--- config.mk ---
export PLATFORM = sky130hd
export DESIGN_NAME = rr_sel_scheduler
export DESIGN_NICKNAME = d
export VERILOG_FILES = /design/src/rtl/rr_sel_scheduler.sv
export SDC_FILE = /design/constraint.sdc
export NUM_CORES = 1
export LEC_CHECK = 0
export BUFFER_PORTS_ARGS = -buffer_cell sky130_fd_sc_hd__buf_4
export CORE_ASPECT_RATIO = 0.9
export CORE_UTILIZATION = 35
export DETAILED_ROUTE_END_ITERATION = 10
export PLACE_DENSITY = 0.66
export SETUP_SLACK_MARGIN = 0.3
export SYNTH_ARGS = -nofsm -noshare
export SYNTH_HDL_FRONTEND = slang
export SYNTH_SLANG_ARGS = --single-unit
--- constraint.sdc ---
create_clock -name clk -period 1.95 [get_ports clk]
set_input_delay 0.195 -clock clk [delete_from_list [all_inputs] [get_ports clk]]
set_output_delay 0.195 -clock clk [all_outputs]
set_load 0.05 [all_outputs]
--- src/rtl/rr_sel_scheduler.sv ---
// Round-robin scheduler sharing one 3-to-8 select decoder among six requesters.
// Grants are time-sliced and always separated by one dead cycle.
module rr_sel_scheduler #(
  parameter int unsigned SLICE = 4
) (
  input  logic       clk,
  input  logic       rst_n,
  input  logic [5:0] req,
  output logic [2:0] sel,
  output logic [5:0] grant,
  output logic       valid,
  output logic       last
);

  typedef enum logic [1:0] {
    IDLE  = 2'd0,
    GRANT = 2'd1,
    GAP   = 2'd2
  } state_t;

  localparam logic [7:0] CNT_MAX = 8'(SLICE - 1);

  state_t     state_q, state_d;
  logic [2:0] ptr_q, ptr_d;
  logic [7:0] cnt_q, cnt_d;
  logic [2:0] sel_q, sel_d;
  logic [5:0] grant_q, grant_d;
  logic       valid_q, valid_d;
  logic       last_q, last_d;
  logic [2:0] win;

  function automatic logic [2:0] next_idx(input logic [2:0] i);
    return (i == 3'd5) ? 3'd0 : i + 3'd1;
  endfunction

  // Rotating search from ptr; ptr is always 0-5 so only six positions are visited.
  always_comb begin
    logic [2:0] idx;
    logic       found;
    win   = ptr_q;
    idx   = ptr_q;
    found = 1'b0;
    for (int unsigned k = 0; k < 6; k++) begin
      if (!found && req[idx]) begin
        win   = idx;
        found = 1'b1;
      end
      idx = next_idx(idx);
    end
  end

  always_comb begin
    state_d = state_q;
    ptr_d   = ptr_q;
    cnt_d   = cnt_q;
    sel_d   = sel_q;
    valid_d = valid_q;
    last_d  = last_q;
    grant_d = '0;

    unique case (state_q)
      IDLE, GAP: begin
        cnt_d   = '0;
        sel_d   = '0;
        valid_d = 1'b0;
        last_d  = 1'b0;
        state_d = IDLE;
        if (req != '0) begin
          state_d = GRANT;
          sel_d   = win;
          valid_d = 1'b1;
          last_d  = (SLICE == 1);
        end
      end
      GRANT: begin
        if (!req[sel_q] || cnt_q == CNT_MAX) begin
          state_d = GAP;
          ptr_d   = next_idx(sel_q);
          sel_d   = '0;
          valid_d = 1'b0;
          last_d  = 1'b0;
        end else begin
          cnt_d  = cnt_q + 8'd1;
          last_d = (cnt_q + 8'd1 == CNT_MAX);
        end
      end
      default: begin
        state_d = IDLE;
        cnt_d   = '0;
        sel_d   = '0;
        valid_d = 1'b0;
        last_d  = 1'b0;
      end
    endcase

    if (valid_d) grant_d[sel_d] = 1'b1;
  end

  always_ff @(posedge clk or negedge rst_n) begin
    if (!rst_n) begin
      state_q <= IDLE;
      ptr_q   <= '0;
      cnt_q   <= '0;
      sel_q   <= '0;
      grant_q <= '0;
      valid_q <= 1'b0;
      last_q  <= 1'b0;
    end else begin
      state_q <= state_d;
      ptr_q   <= ptr_d;
      cnt_q   <= cnt_d;
      sel_q   <= sel_d;
      grant_q <= grant_d;
      valid_q <= valid_d;
      last_q  <= last_d;
    end
  end

  assign sel   = sel_q;
  assign grant = grant_q;
  assign valid = valid_q;
  assign last  = last_q;

endmodule

==> flow_summary.yaml <==
drt:
  vias: 1788
  drt_iter0_markers: 175
  wire_per_inst_um: 15.4
  first_pass_iters: 4
  wl_um: 5020
  viasPerCell: 5.48
  post-route-drc-count: 0
  ant_nets: 0
run_status:
  violations: "setup timing"
  status: "complete, but fails checks"
pwr:
  powerDensity_nw_per_um2: 1770
  p_leak_nw: 1.18
  ir_drop_mv: 0.806
grt:
  overflow: 0
  grt_max_degree: 25
  antenna_found_initial: 0
  grt.total_usage: 0.201
  grt_pass1_vias: 1745
  grt_pass1_wl_um: 8630
timing:
  final_hold_viol_count: 0
  skew_ps: 7.44
  finalCriticalPeriod_ps: 2270
  finalCritPeriodShare: 1.16
  setup_slack_ps: -318
  setup_violations: 9
  relSlewSlack: 0.628
  worstMarginPinSlew_ps: 555
  fmax_mhz: 441
  rsz0062_at_grt: "true"
  slew_viol_final: 0
placement:
  hpwlAfterDp_um: 3570
  dpl_cell_area_um2: 2280
  port_buffers: 18
  finalWeightedCongestion: 0.936
synth:
  synthFlopType: "dfrtp_1"
  synthTopCellsByArea: "dfrtp_1 (33%), nor2_1 (5.0%), xor2_1 (2.9%)"
  synthArstFlopShare: 1.00
  post_synth.cell_area_avg_um2: 9.03
  ys_ff_latch: 24
  yosysSeqAreaShare: 0.331
  synthTopCellsByCount: "dfrtp_1 (24), nor2_1 (24), nand2_1 (13)"
  yosys_warnings: 0
  synth_top_area_share: 0.331
  synth_edf_count: 0
  yosys.area.top_type: "dfrtp_1"
  syn-instance-count: 201
  yosysUniqueCellTypes: 68
  syn-cell-area_um2: 1820
  syn-num-nets: 211
floorplan:
  num_rows: 24
  die_w_um: 77.9
  die-height_um: 70.3
  coreArea_um2: 4920
  start_util: 0.369
  die_area_um2: 5480
  io_pins: 19
cts:
  cts_made_buffers: 3
  cts.sinks: 24
  htree_levels: 1
  cts-root-buf: "clkbuf_8"
  path_clk_slew_ps: 80
  cts_buffer_depth: 2
  clk_latency_ps: 270
  cts_tree: "done"
cells_and_area:
  antenna_cells: 0
  layout-drive-gt1-share: 0.441
  fill_cells: 450
  fin_util: 0.537
  final_area_um2: 2650
  syn_to_final_growth_pct: 45.8
  layout.nets: 272
setup_path:
  arrival_ps: 2480
  worst-path-max-fanout: 8
  critical-path-slowest-cell: "dfrtp_2"
  path_delay_family: "compound AO/OA/AOI/OAI gates"
  worstSetupPathType: "flip-flop to flip-flop"
  max_stage_delay_ps: 480
  start_kind: "flip-flop"
  cp-end-kind: "flip-flop"
  required_ps: 2160
  cp_cell_sequence: "buf_6, and2b_1, mux2i_1, o22ai_2, buf_4, o211ai_1, o2bb2ai_1, a31o_4, and3b_1"
  path_buf_inv: 2
flow_run:
  cap_violations: 0
hold_path:
  hold_class: "primary input to async pin"
[where the power goes]
| part | internal [W] | switching (W) |
|---|---|---|
| Combinational | 0.00158 | 0.00189 |
| Sequential | 0.000650 | 0.000127 |
| Clock | 0.000274 | 0.000153 |
| Total | 0.00250 | 0.00217 |
[through the flow]
stage | hold slack (ps) | cells | TNS (ps) | power [W] | setup WS [ps]
6_report | 348 | 326 | -2330 | 0.00467 | -318
5_1_grt | 370 | 326 | -3350 | 0.00495 | -408
4_1_cts | 349 | 324 | -1980 | 0.00448 | -264
3_5_place_dp | 107 | 316 | -3040 | 0.00349 | -457
3_3_place_gp | 111 | 316 | -2600 | 0.00346 | -377
2_1_floorplan | -101 | 201 | -2040 | 0.00259 | -295
[registers in the layout (all words and copies together) (netlist names)]
register,cells
cnt_q,8
grant,6
ptr_q,3
sel,3
state_q,2
last,1
valid,1
[path summary, 6_finish.rpt]
kind                                       from                     end  slack, ps  cells after the start
min                                       rst_n    cnt_q[7]$_DFFE_PN0N_        350                      2
max in group asynchronous                 rst_n    ptr_q[2]$_DFFE_PN0P_       1340                      2
max                        ptr_q[0]$_DFFE_PN0P_      grant[3]$_DFF_PN0_       -320                      9
min in group clk                         req[1]  state_q[0]$_DFFE_PN0P_        430                      4
max reg2reg                ptr_q[0]$_DFFE_PN0P_      grant[3]$_DFF_PN0_       -320                      9
min reg2reg                cnt_q[7]$_DFFE_PN0N_    cnt_q[7]$_DFFE_PN0N_        610                      2
[metal layers]
metal / vias up / GRT usage / share of wire
met5: - / 0 / 0
met2: 55 / 0.311 / 0.47
li1: 873 / - / -
met4: 0 / 0.0576 / 0.015
met3: 6 / 0.0301 / 0.055
met1: 854 / 0.290 / 0.46
[worst reg2reg max path, cell delays in order (launching register included)]
cell       delay [ps]
dfrtp_2           480
buf_6             160
and2b_1           120
mux2i_1            70
o22ai_2           390
buf_4             190
o211ai_1          100
o2bb2ai_1         210
a31o_4            300
and3b_1           200
[cell type report]
| type | count | area (um^2) | share of cell area |
|---|---|---|---|
| Clock buffer | 3 | 41.3 | 0.0156 |
| Clock inverter | 1 | 30.0 | 0.0113 |
| Inverter | 8 | 30.0 | 0.0113 |
| Multi-Input combinational cell | 160 | 1310 | 0.494 |
| Sequential cell | 24 | 604 | 0.228 |
| Tap cell | 65 | 81.3 | 0.0307 |
| Timing Repair Buffer | 65 | 553 | 0.209 |
[repair_timing]
action,in CTS,in global routing
cloned,1,0
hold buffers,1,0
setup buffers,2,2
pin swaps,15,3
resized for setup,40,7
setup endpoints to repair,24,24
hold endpoints to repair,24,0
[kinds of logic after synthesis]
| logic type | after synthesis | share of synthesized area |
|---|---|---|
| AOI/OAI and AO/OA | 60 | 0.254 |
| DFF | 24 | 0.331 |
| adders and majority gates | 2 | 0.0138 |
| buffers and inverters | 17 | 0.0524 |
| muxes | 10 | 0.0758 |
| and+or+nand+nor | 81 | 0.240 |
| xor gates and xnor gates | 7 | 0.0338 |
[cell usage in the layout, fill, tap and decap left out, types with 3 or more instances in the layout]
master / count
nand4_1: 4
o21ai_0: 4
a211oi_2: 3
buf_6: 6
clkbuf_8: 3
dfrtp_2: 3
buf_4: 55
a21oi_1: 10
mux2i_1: 4
a22oi_2: 3
nand2b_1: 5
nor2b_1: 3
a31oi_1: 3
dfrtp_1: 21
nand2_1: 8
and3_1: 4
inv_1: 6
xor2_1: 5
nor2_1: 22
o21ai_1: 5
nand2_4: 4
nor3_1: 4
o211ai_1: 3
Note: power is estimated with default switching activity, not from simulation.
